[src/rtl/rx_sequencer.sv]
`timescale 1ns/1ps
// rx_sequencer: receive control for the UART-style serial receiver.
// Synchronises the line, qualifies the start bit, paces mid-bit sampling
// of the 9-bit shift register and owns the host-side status flags.
module rx_sequencer #(
  parameter int CLKS_PER_BIT = 10,
  parameter int NUM_BITS     = 9
) (
  input  logic clk,
  input  logic n_rst,
  input  logic serial_in,
  input  logic stop_bit,
  input  logic data_read,
  output logic rx_sync,
  output logic shift_strobe,
  output logic load_buffer,
  output logic data_ready,
  output logic framing_error,
  output logic overrun_error,
  output logic busy
);

  localparam int HALF = CLKS_PER_BIT / 2;
  localparam int CW   = $clog2(CLKS_PER_BIT);
  localparam int IW   = $clog2(NUM_BITS + 1);

  localparam logic [CW-1:0] HALF_LAST = CW'(HALF - 1);
  localparam logic [CW-1:0] BIT_LAST  = CW'(CLKS_PER_BIT - 1);
  localparam logic [IW-1:0] IDX_LAST  = IW'(NUM_BITS - 1);

  typedef enum logic [2:0] {
    IDLE,
    START_CHK,
    RECEIVE,
    STOP_CHK,
    LOAD
  } state_t;

  state_t        state, state_n;
  logic [CW-1:0] bit_cnt, bit_cnt_n;
  logic [IW-1:0] bit_idx, bit_idx_n;
  logic          s1, rx_prev;
  logic          fe_clear, fe_set;

  // Two-flop synchroniser plus one delayed copy for falling-edge detection;
  // all three idle high so a reset never looks like a start edge.
  always_ff @(posedge clk or negedge n_rst) begin
    if (!n_rst) begin
      s1      <= 1'b1;
      rx_sync <= 1'b1;
      rx_prev <= 1'b1;
    end else begin
      s1      <= serial_in;
      rx_sync <= s1;
      rx_prev <= rx_sync;
    end
  end

  // State, bit-period counter and bit index registers.
  always_ff @(posedge clk or negedge n_rst) begin
    if (!n_rst) begin
      state   <= IDLE;
      bit_cnt <= '0;
      bit_idx <= '0;
    end else begin
      state   <= state_n;
      bit_cnt <= bit_cnt_n;
      bit_idx <= bit_idx_n;
    end
  end

  // Next-state and strobe decode; the strobe lands on the last count of
  // each bit period, which sits mid-bit because the start check ran half a bit.
  always_comb begin
    state_n      = state;
    bit_cnt_n    = bit_cnt;
    bit_idx_n    = bit_idx;
    shift_strobe = 1'b0;
    load_buffer  = 1'b0;
    fe_clear     = 1'b0;
    fe_set       = 1'b0;
    case (state)
      IDLE: begin
        if (rx_prev && !rx_sync) begin
          state_n   = START_CHK;
          bit_cnt_n = '0;
        end
      end
      START_CHK: begin
        if (bit_cnt == HALF_LAST) begin
          bit_cnt_n = '0;
          if (!rx_sync) begin
            state_n   = RECEIVE;
            bit_idx_n = '0;
            fe_clear  = 1'b1;
          end else begin
            state_n = IDLE;
          end
        end else begin
          bit_cnt_n = bit_cnt + 1'b1;
        end
      end
      RECEIVE: begin
        if (bit_cnt == BIT_LAST) begin
          shift_strobe = 1'b1;
          bit_cnt_n    = '0;
          bit_idx_n    = bit_idx + 1'b1;
          if (bit_idx == IDX_LAST) begin
            state_n = STOP_CHK;
          end
        end else begin
          bit_cnt_n = bit_cnt + 1'b1;
        end
      end
      STOP_CHK: begin
        if (stop_bit) begin
          state_n = LOAD;
        end else begin
          fe_set  = 1'b1;
          state_n = IDLE;
        end
      end
      LOAD: begin
        load_buffer = 1'b1;
        state_n     = IDLE;
      end
      default: begin
        state_n = IDLE;
      end
    endcase
  end

  // Host flags: a load always wins over a coincident read, and an overrun is
  // only flagged when the previous byte is still unread at load time.
  always_ff @(posedge clk or negedge n_rst) begin
    if (!n_rst) begin
      data_ready    <= 1'b0;
      overrun_error <= 1'b0;
      framing_error <= 1'b0;
    end else begin
      if (load_buffer) begin
        data_ready <= 1'b1;
        if (data_ready && !data_read) begin
          overrun_error <= 1'b1;
        end
      end else if (data_read) begin
        data_ready    <= 1'b0;
        overrun_error <= 1'b0;
      end
      if (fe_clear) begin
        framing_error <= 1'b0;
      end else if (fe_set) begin
        framing_error <= 1'b1;
      end
    end
  end

  assign busy = (state != IDLE);

endmodule

[config.mk]
export PLATFORM = sky130hd
export DESIGN_NAME = rx_sequencer
export DESIGN_NICKNAME = d
export VERILOG_FILES = /design/src/rtl/rx_sequencer.sv
export SDC_FILE = /design/constraint.sdc
export NUM_CORES = 1
export LEC_CHECK = 0
export CAP_MARGIN = 20
export CORE_ASPECT_RATIO = 1.2
export CORE_MARGIN = 2
export CORE_UTILIZATION = 52
export CTS_CLUSTER_DIAMETER = 80
export CTS_CLUSTER_SIZE = 14
export DETAILED_ROUTE_END_ITERATION = 10
export PLACE_DENSITY = 0.76
export SYNTH_ARGS = -nofsm -noshare
export SYNTH_HDL_FRONTEND = slang
export SYNTH_SLANG_ARGS = --single-unit
[constraint.sdc]
create_clock -name clk -period 2 [get_ports clk]
set_clock_uncertainty 0.15 [all_clocks]
set_input_delay 0.4 -clock clk [delete_from_list [all_inputs] [get_ports clk]]
set_output_delay 0.4 -clock clk [all_outputs]
set_load 0.1 [all_outputs]
# == Word level (Yosys, flattened, before mapping) ==
# Cells that the tools add are included.
# classes
mul,0
div,0
add_sub_neg,2
n_shift,0
eq_ne,13
n_lt_le_gt_ge,0
n_reduce_logical,14
bitwise,0
mux,29
# ops
cell,count
$mux W4,6
$mux W3,5
$mux W1,14
$pmux W3 S4,1
$pmux W4 S3,1
$ne A2 B2 Y1 const B,5
$add A4 B1 Y4 const B,2
$eq A4 B4 Y1 const B,2
$pmux W4 S2,1
$reduce_and A4 Y1,2
$eq A3 B2 Y1 const B,2
$reduce_bool A2 Y1,3
$reduce_bool A3 Y1,2
$eq A4 B3 Y1 const B,1
$reduce_and A2 Y1,2
$eq A3 B1 Y1 const B,1
$eq A3 B3 Y1 const B,1
$logic_not A3 Y1,1
$logic_and A1 B1 Y1,2
$logic_not A1 Y1,2
$mux W2,1
$ne A2 B1 Y1 const B,1
# totals
ff_bits,17
latchBits,0
n_memories,0
ramBits,0
mem_bits_ro,0
input_bits,5

# == Depth between registers and ports, before layout ==
# Gate-level depths: netlist (run 1).
# logic_depth
word_depth,4
depth_mapped,6

# == Worst setup path after synthesis (run 1) ==
# Ideal clock, no wire load.
# synth_timing
path_type,register -> register
start,register state[1]
end,register overrun_error
required_ns,1.762
n_path_buf,1
synth_period_minus_slack_ns,3.500
setup_slack_ns,-1.500
path_stages_with_launch,5
arrival_ns,3.262
path_cell_list,dfrtp_1 > buf_2 > nor3b_1 > a21oi_1 > o21ai_0
# synth_via
elab_chain_cells,4
elab_cells_between_ends,6
classes_between,eq/ne (2); mux (2); reduce/logical (2)
# synth_lines
item,line,source
from (decl),39,"state_t state, state_n;"
from (signal assigned),66,state <= state_n;
$eq A3 B3 Y1 *,82,case (state)
$mux W1 *,82,
named net load_buffer,16,"output logic load_buffer,"
$ne A2 B1 Y1 (no line) / $reduce_bool A2 Y1 (equally long branches),--,
$reduce_and A2 Y1 (no line),--,
to (signal assigned),138,overrun_error <= 1'b0;
to (signal assigned),144,overrun_error <= 1'b1;
to (signal assigned),148,overrun_error <= 1'b0;
to (decl),19,"output logic overrun_error,"
# The timed path passes the listed nets; every way through them passes the cells marked *.
# A chain may end at the register's enable or synchronous reset.

# == Worst setup path after layout (run 1) ==
# layout_timing
start,register bit_cnt[1]
end,output port shift_strobe
# layout_via
elab_chain_cells,3
# layout_lines
item,line,source
from (decl),40,"logic [CW-1:0] bit_cnt, bit_cnt_n;"
from (signal assigned),67,bit_cnt <= bit_cnt_n;
$eq A4 B4 Y1,104,if (bit_cnt == BIT_LAST) begin
$mux W1,104,
$mux W1,82,
to (decl),15,"output logic shift_strobe,"
# No other way between the ends.

==> flow_summary.json, run 1 <==
{
  "status": "finished with violations",
  "violations": "setup timing",
  "first_iter_violations": 10,
  "hold_path.class": "reg -> reg",
  "clk_pin_slew_ps": 90,
  "die_area_um2": 1990,
  "finalInstanceArea_um2": 1230,
  "power.leakage_uw": 0.000585,
  "worstSetupStartpointType": "register",
  "fin_crit_ps": 2090,
  "die_w_um": 41.0,
  "gp_congestion": 0.783,
  "cts_made_buffers": 3,
  "holdPathStages": 0,
  "seqCellArea_um2": 432,
  "fmax_ghz": 0.480,
  "vias": 697,
  "grt_use_total": 0.208,
  "power_density_nw_per_um2": 1210,
  "antenna_found_initial": 0,
  "pin_count": 12,
  "cts_buffer_depth": 2,
  "grt_overflow": 0,
  "fin_ws_ps": -85.5,
  "critPathMaxStageDelay_ps": 410,
  "cp.depth": 5,
  "drv_cap": 0,
  "synth.ff_latch_count": 17,
  "nets": 121,
  "cts_max_level": 1,
  "ir_drop_v": 0.000795,
  "fin_crit_sh": 1.04,
  "drtPass1Iterations": 4,
  "first_global_vias": 677,
  "hold_viol_final": 0,
  "syn_to_final_growth_pct": 44.3,
  "rr_worst_depth": 7,
  "cts_root_buf": "clkbuf_4",
  "yosysSeqAreaShare": 0.501,
  "synth_area_um2": 856,
  "coreArea_um2": 1580,
  "tightest_slew_ps": 512,
  "rsz0062_at_grt": "true",
  "avgSynthCellArea_um2": 10.4,
  "cp.required_ps": 1450,
  "grt_max_degree": 12,
  "fp-row-count": 16,
  "critPathSlowestCell": "dfrtp_1",
  "critical_path.endpoint": "shift_strobe",
  "crit_fanout": 2,
  "cp_num_buf_inv": 2,
  "synth_cells": 82,
  "hp-start": "s1$_DFF_PN1_",
  "ant_nets": 0,
  "r2r_end": "bit_cnt[3]$_DFFE_PN0P_",
  "clock_latency_ps": 290,
  "ys_types": 32,
  "cp-startpoint": "bit_cnt[1]$_DFFE_PN0P_",
  "cp.arrival_ps": 1540,
  "wl_mm": 1.93,
  "cts_sinks": 17,
  "finish.utilization": 0.781,
  "wire_per_inst_um": 15.1,
  "antennaDiodeCount": 0,
  "fillCellCount": 94,
  "maxSlewHeadroom": 0.658,
  "endpoint_kind": "output port",
  "start_util": 0.541,
  "final_max_slew_viol_count": 0,
  "syn_nets": 92,
  "grt_pass1_wl_mm": 2.85,
  "tritoncts": "done",
  "r2r_slack_ps": 90,
  "dpl.hpwl_mm": 1.26,
  "placed_cell_area_um2": 1110,
  "die_h_um": 48.4,
  "crit_chain": "inv_2 > ha_4 > nand4b_1 > nor3_4 > buf_12",
  "multi_input_area_um2": 432,
  "ys_warn_count": 0,
  "setup-tns-final_ps": -85.5,
  "numPortBuffers": 11,
  "path_delay_family": "simple AND/OR/NAND/NOR gates",
  "drive_gt1_frac": 0.336,
  "via_per_inst": 5.45,
  "setup_viol": 1,
  "worstSetupPathType": "reg -> out",
  "drc": 0,
  "reg2reg_from": "bit_cnt[1]$_DFFE_PN0P_"
}
Yosys cell counts:
master | n | area share
nand4b_1 | 1 | 0.010
nand2b_1 | 1 | 0.0073
inv_1 | 7 | 0.031
nor3b_1 | 2 | 0.018
and2_1 | 1 | 0.0073
o21ai_0 | 5 | 0.029
nor4b_1 | 1 | 0.010
nand4_1 | 1 | 0.0073
or3_1 | 3 | 0.022
nor3_1 | 1 | 0.0058
a21oi_1 | 3 | 0.018
nand3_1 | 2 | 0.012
o221ai_1 | 1 | 0.010
a21o_1 | 2 | 0.018
and3b_1 | 2 | 0.020
and3_1 | 1 | 0.0073
nor3_2 | 1 | 0.012
mux2i_1 | 3 | 0.035
xor2_1 | 1 | 0.010
dfrtp_1 | 14 | 0.41
buf_2 | 1 | 0.0058
nor2_1 | 2 | 0.0088
o31ai_1 | 1 | 0.0088
nor2b_1 | 2 | 0.015
ha_1 | 5 | 0.073
o22ai_1 | 1 | 0.0073
buf_6 | 1 | 0.013
o31a_1 | 1 | 0.010
o32a_2 | 1 | 0.013
or3b_1 | 1 | 0.010
nand2_1 | 10 | 0.044
dfstp_2 | 3 | 0.092
report_power, final:
| part | switching [uW] | internal, uW | total, uW |
|---|---|---|---|
| combinational | 430 | 383 | 813 |
| clock | 109 | 77.6 | 187 |
| sequential | 77.0 | 412 | 489 |
| total | 617 | 872 | 1490 |
worst register-to-register path: cells and delay by family (launching register included):
kind | cells | cell delay (ps)
AND/OR/NAND/NOR | 2 | 510
flip-flops | 1 | 380
buffers and inverters | 2 | 190
AO/OA/AOI/OAI | 2 | 450
adder cells (fa/ha/maj) | 1 | 160
cell usage in the layout (no fill, tap or decap), drive strengths merged:
master | netlist | layout
buf | 2 | 22
dfrtp | 14 | 14
nand2 | 10 | 10
inv | 7 | 7
o21ai | 5 | 5
ha | 5 | 5
clkdlybuf4s50 | 0 | 4
clkbuf | 0 | 4
a21oi | 3 | 3
mux2i | 3 | 3
dfstp | 3 | 3
or3 | 3 | 3
nor2b | 2 | 2
nor2 | 2 | 2
nand3 | 2 | 2
a21o | 2 | 2
nor3b | 2 | 2
nor3 | 2 | 2
and3b | 2 | 2
nand4b | 1 | 1
nand2b | 1 | 1
and3 | 1 | 1
o31a | 1 | 1
or3b | 1 | 1
o32a | 1 | 1
o221ai | 1 | 1
nand4 | 1 | 1
o22ai | 1 | 1
o31ai | 1 | 1
nor4b | 1 | 1
xor2 | 1 | 1
and2 | 1 | 1
logic make-up after synthesis:
group,count (synthesis),synth area share
flip-flops,17,0.501
AO/OA/AOI/OAI,15,0.114
adder cells (fa/ha/maj),5,0.0731
multiplexers,3,0.0351
AND/OR/NAND/NOR,32,0.216
buffers and inverters,9,0.0497
XOR/XNOR,1,0.0102
state kept, by name (all words and copies together), names as in the netlist:
register and flops:
data_ready 1, bit_cnt 4, rx_sync 1, rx_prev 1, s1 1, overrun_error 1, framing_error 1, state 3
bit_idx 4
per-stage QoR:
| stage | hold slack (ps) | setup WS, ps | std cells | power, uW |
|---|---|---|---|---|
| after global routing | 226 | -181 | 128 | 1580 |
| final | 218 | -85.5 | 128 | 1490 |
| after CTS | 220 | -113 | 122 | 1370 |
| after floorplan | -45.6 | -251 | 82 | 927 |
| after global placement | 196 | 208 | 114 | 1110 |
| after detailed placement | 207 | 147 | 114 | 1140 |
per-layer routing:
metal / track usage / up-vias / share of wire
met2: 0.336 / 14 / 0.54
met4: 0.0722 / 0 / 0.015
met3: 0.0550 / 5 / 0.031
li1: - / 344 / -
met5: 0 / - / 0
met1: 0.252 / 334 / 0.41
repair_timing:
action	CTS	global route
buffers inserted	4	6
setup endpoints to repair	2	4
pin swaps	2	4
endpoints found under the hold margin	0	0
cloned	0	0
hold buffers	0	0
resized for setup	2	4
final cells by class:
type                    count  area share
inverters                   7      0.0213
repair buffers             26       0.240
well taps                  18      0.0182
flip-flops and latches     17       0.350
multi-input cells          56       0.350
clock buffers               4      0.0213
worst min-delay path by stage:
stage | to
finish | rx_sync$_DFF_PN1_
global route | rx_sync$_DFF_PN1_
CTS | rx_sync$_DFF_PN1_
detailed placement | rx_sync$_DFF_PN1_
global placement | rx_sync$_DFF_PN1_
floorplan | bit_cnt[0]$_DFFE_PN0P_
(Power assumes the default switching activity.)
==> run 2: changes to the inputs <==
REMOVE_ABC_BUFFERS = 1   (was unset)
SKIP_LAST_GASP = 1   (was unset)
==> run 2 against run 1 <==
  * The run still ends with setup timing left
  * Core utilization down 3.8 points
  * Setup slack lost 4.4 ps
  * Flip-flop and latch count did not move
  * Non-clock buffer count down 5
  * Critical path type unchanged
  * Highest routed layer unchanged
==> flow_summary.json, run 2 (synthesized netlist as in run 1, its figures left out) <==
{
  "whs_ps": 210,
  "antennaDiodeCount": 0,
  "maxSlewHeadroom": 0.788,
  "dp_slack_ps": 119,
  "endpoint_kind": "output port",
  "fillCellCount": 110,
  "drv_cap": 0,
  "die_w_um": 41.0,
  "rr_worst_depth": 7,
  "fin_ws_ps": -89.9,
  "coreArea_um2": 1580,
  "final_max_slew_viol_count": 0,
  "cts_buffer_depth": 2,
  "grt_pass1_wl_mm": 2.78,
  "r2r_end": "bit_cnt[3]$_DFFE_PN0P_",
  "cp.arrival_ps": 1540,
  "rsz0062_at_grt": "true",
  "worstSetupPathType": "reg -> out",
  "pin_count": 12,
  "ir_drop_v": 0.000699,
  "top_regs": "bit_cnt (4), bit_idx (4), state (3)",
  "die_area_um2": 1990,
  "holdPathStages": 0,
  "dpl.hpwl_mm": 1.17,
  "nets": 116,
  "drc": 0,
  "cp_num_buf_inv": 2,
  "via_per_inst": 5.51,
  "start_util": 0.541,
  "grt_max_degree": 18,
  "drtPass1Iterations": 4,
  "wire_per_inst_um": 14.0,
  "crit_chain": "inv_2 > ha_4 > nand4b_1 > nor3_4 > buf_12",
  "fp-row-count": 16,
  "grt_overflow": 0,
  "hold_end": "rx_sync$_DFF_PN1_",
  "hold_buffers": 0,
  "first_iter_violations": 9,
  "grt_use_total": 0.208,
  "numPortBuffers": 11,
  "crit_fanout": 2,
  "cp.required_ps": 1450,
  "fmax_ghz": 0.478,
  "status": "finished with violations",
  "placed_cells": 114,
  "cts_sinks": 17,
  "cts_made_buffers": 3,
  "reg2reg_from": "bit_cnt[1]$_DFFE_PN0P_",
  "ant_nets": 0,
  "gp_congestion": 0.780,
  "cts_root_buf": "clkbuf_4",
  "fin_crit_sh": 1.04,
  "clk_pin_slew_ps": 80,
  "fin_crit_ps": 2090,
  "drive_gt1_frac": 0.267,
  "antenna_found_initial": 0,
  "power.leakage_uw": 0.000557,
  "hold_path.class": "reg -> reg",
  "power_density_nw_per_um2": 1150,
  "critPathMaxStageDelay_ps": 400,
  "tightest_slew_ps": 314,
  "clock_latency_ps": 290,
  "r2r_slack_ps": 70,
  "final_common_cell": "dfrtp_1",
  "syn_to_final_growth_pct": 37.3,
  "setup_viol": 1,
  "hold_viol_final": 0,
  "cts_max_level": 1,
  "instances_no_fill": 123,
  "violations": "setup timing",
  "vias": 678,
  "worstSetupStartpointType": "register",
  "die_h_um": 48.4,
  "tritoncts": "done",
  "final_cell_mix": "dfrtp_1, nand2_1, buf_4",
  "hp-start": "s1$_DFF_PN1_",
  "first_global_vias": 666,
  "wl_mm": 1.72,
  "critPathSlowestCell": "dfrtp_1",
  "path_delay_family": "simple AND/OR/NAND/NOR gates"
}
==> run 2: cell types whose count changed in the layout (fill, tap and decap cells not counted) <==
| cell | delta |
|---|---|
| and3b_1 | +1 |
| or3_4 | -1 |
| dfrtp_2 | -1 |
| nor3b_1 | +1 |
| o21ai_1 | -1 |
| o21ai_0 | +1 |
| nor3b_4 | -1 |
| dfrtp_1 | +1 |
| or3_1 | +1 |
| buf_4 | -4 |
| buf_6 | -1 |
| and3b_2 | -1 |
==> run 2: cell type report <==
class / instances / area (um2) / area share
clock buffer: 4 / 26.3 / 0.0224
inverter: 7 / 26.3 / 0.0224
multi-input combinational: 56 / 414 / 0.353
sequential: 17 / 430 / 0.366
tap: 18 / 22.5 / 0.0192
timing repair buffer: 21 / 255 / 0.217
==> run 2: per-layer routing <==
metal  vias up  global-route usage  part of all wire
li1        335                   -                 -
met1       321               0.220              0.40
met2        17               0.372              0.55
met3         5              0.0275             0.031
met4         0              0.0833             0.015
met5         -                   0                 0
==> run 2: worst max path at each step <==
stage                                      start                        end  depth (start not counted)
final                     bit_cnt[1]$_DFFE_PN0P_               shift_strobe                          5
after global routing      bit_cnt[0]$_DFFE_PN0P_               shift_strobe                          4
after CTS                 bit_cnt[1]$_DFFE_PN0P_               shift_strobe                          5
after detailed placement  bit_cnt[0]$_DFFE_PN0P_     bit_cnt[3]$_DFFE_PN0P_                          6
after global placement    bit_cnt[0]$_DFFE_PN0P_     bit_cnt[3]$_DFFE_PN0P_                          6
after floorplan             state[0]$_DFFE_PN0P_  overrun_error$_DFFE_PN0P_                          3
==> run 2: power breakdown <==
part | internal, uW | total, uW | switching, uW
Combinational | 296 | 684 | 388
Sequential | 410 | 494 | 83.8
Clock | 77.5 | 176 | 98.8
==> run 2: stage by stage <==
step | utilization | cell area, um2 | total power (uW) | setup TNS, ps
2_1_floorplan | - | 840 | 874 | -6710
3_3_place_gp | 0.683 | 1080 | 1070 | 0
3_5_place_dp | 0.683 | 1080 | 1080 | 0
4_1_cts | 0.735 | 1160 | 1320 | -76.7
5_1_grt | 0.743 | 1170 | 1440 | -170
6_report | 0.743 | 1170 | 1350 | -89.9
==> run 2: repair_timing <==
| action | 4_1_cts | 5_1_grt |
|---|---|---|
| gates resized for setup | 4 | 2 |
| hold endpoints to repair | 0 | 0 |
| setup endpoints to repair | 1 | 2 |
| pin swaps | 1 | 1 |
| gates cloned | 0 | 0 |
| buffers inserted | 5 | 0 |
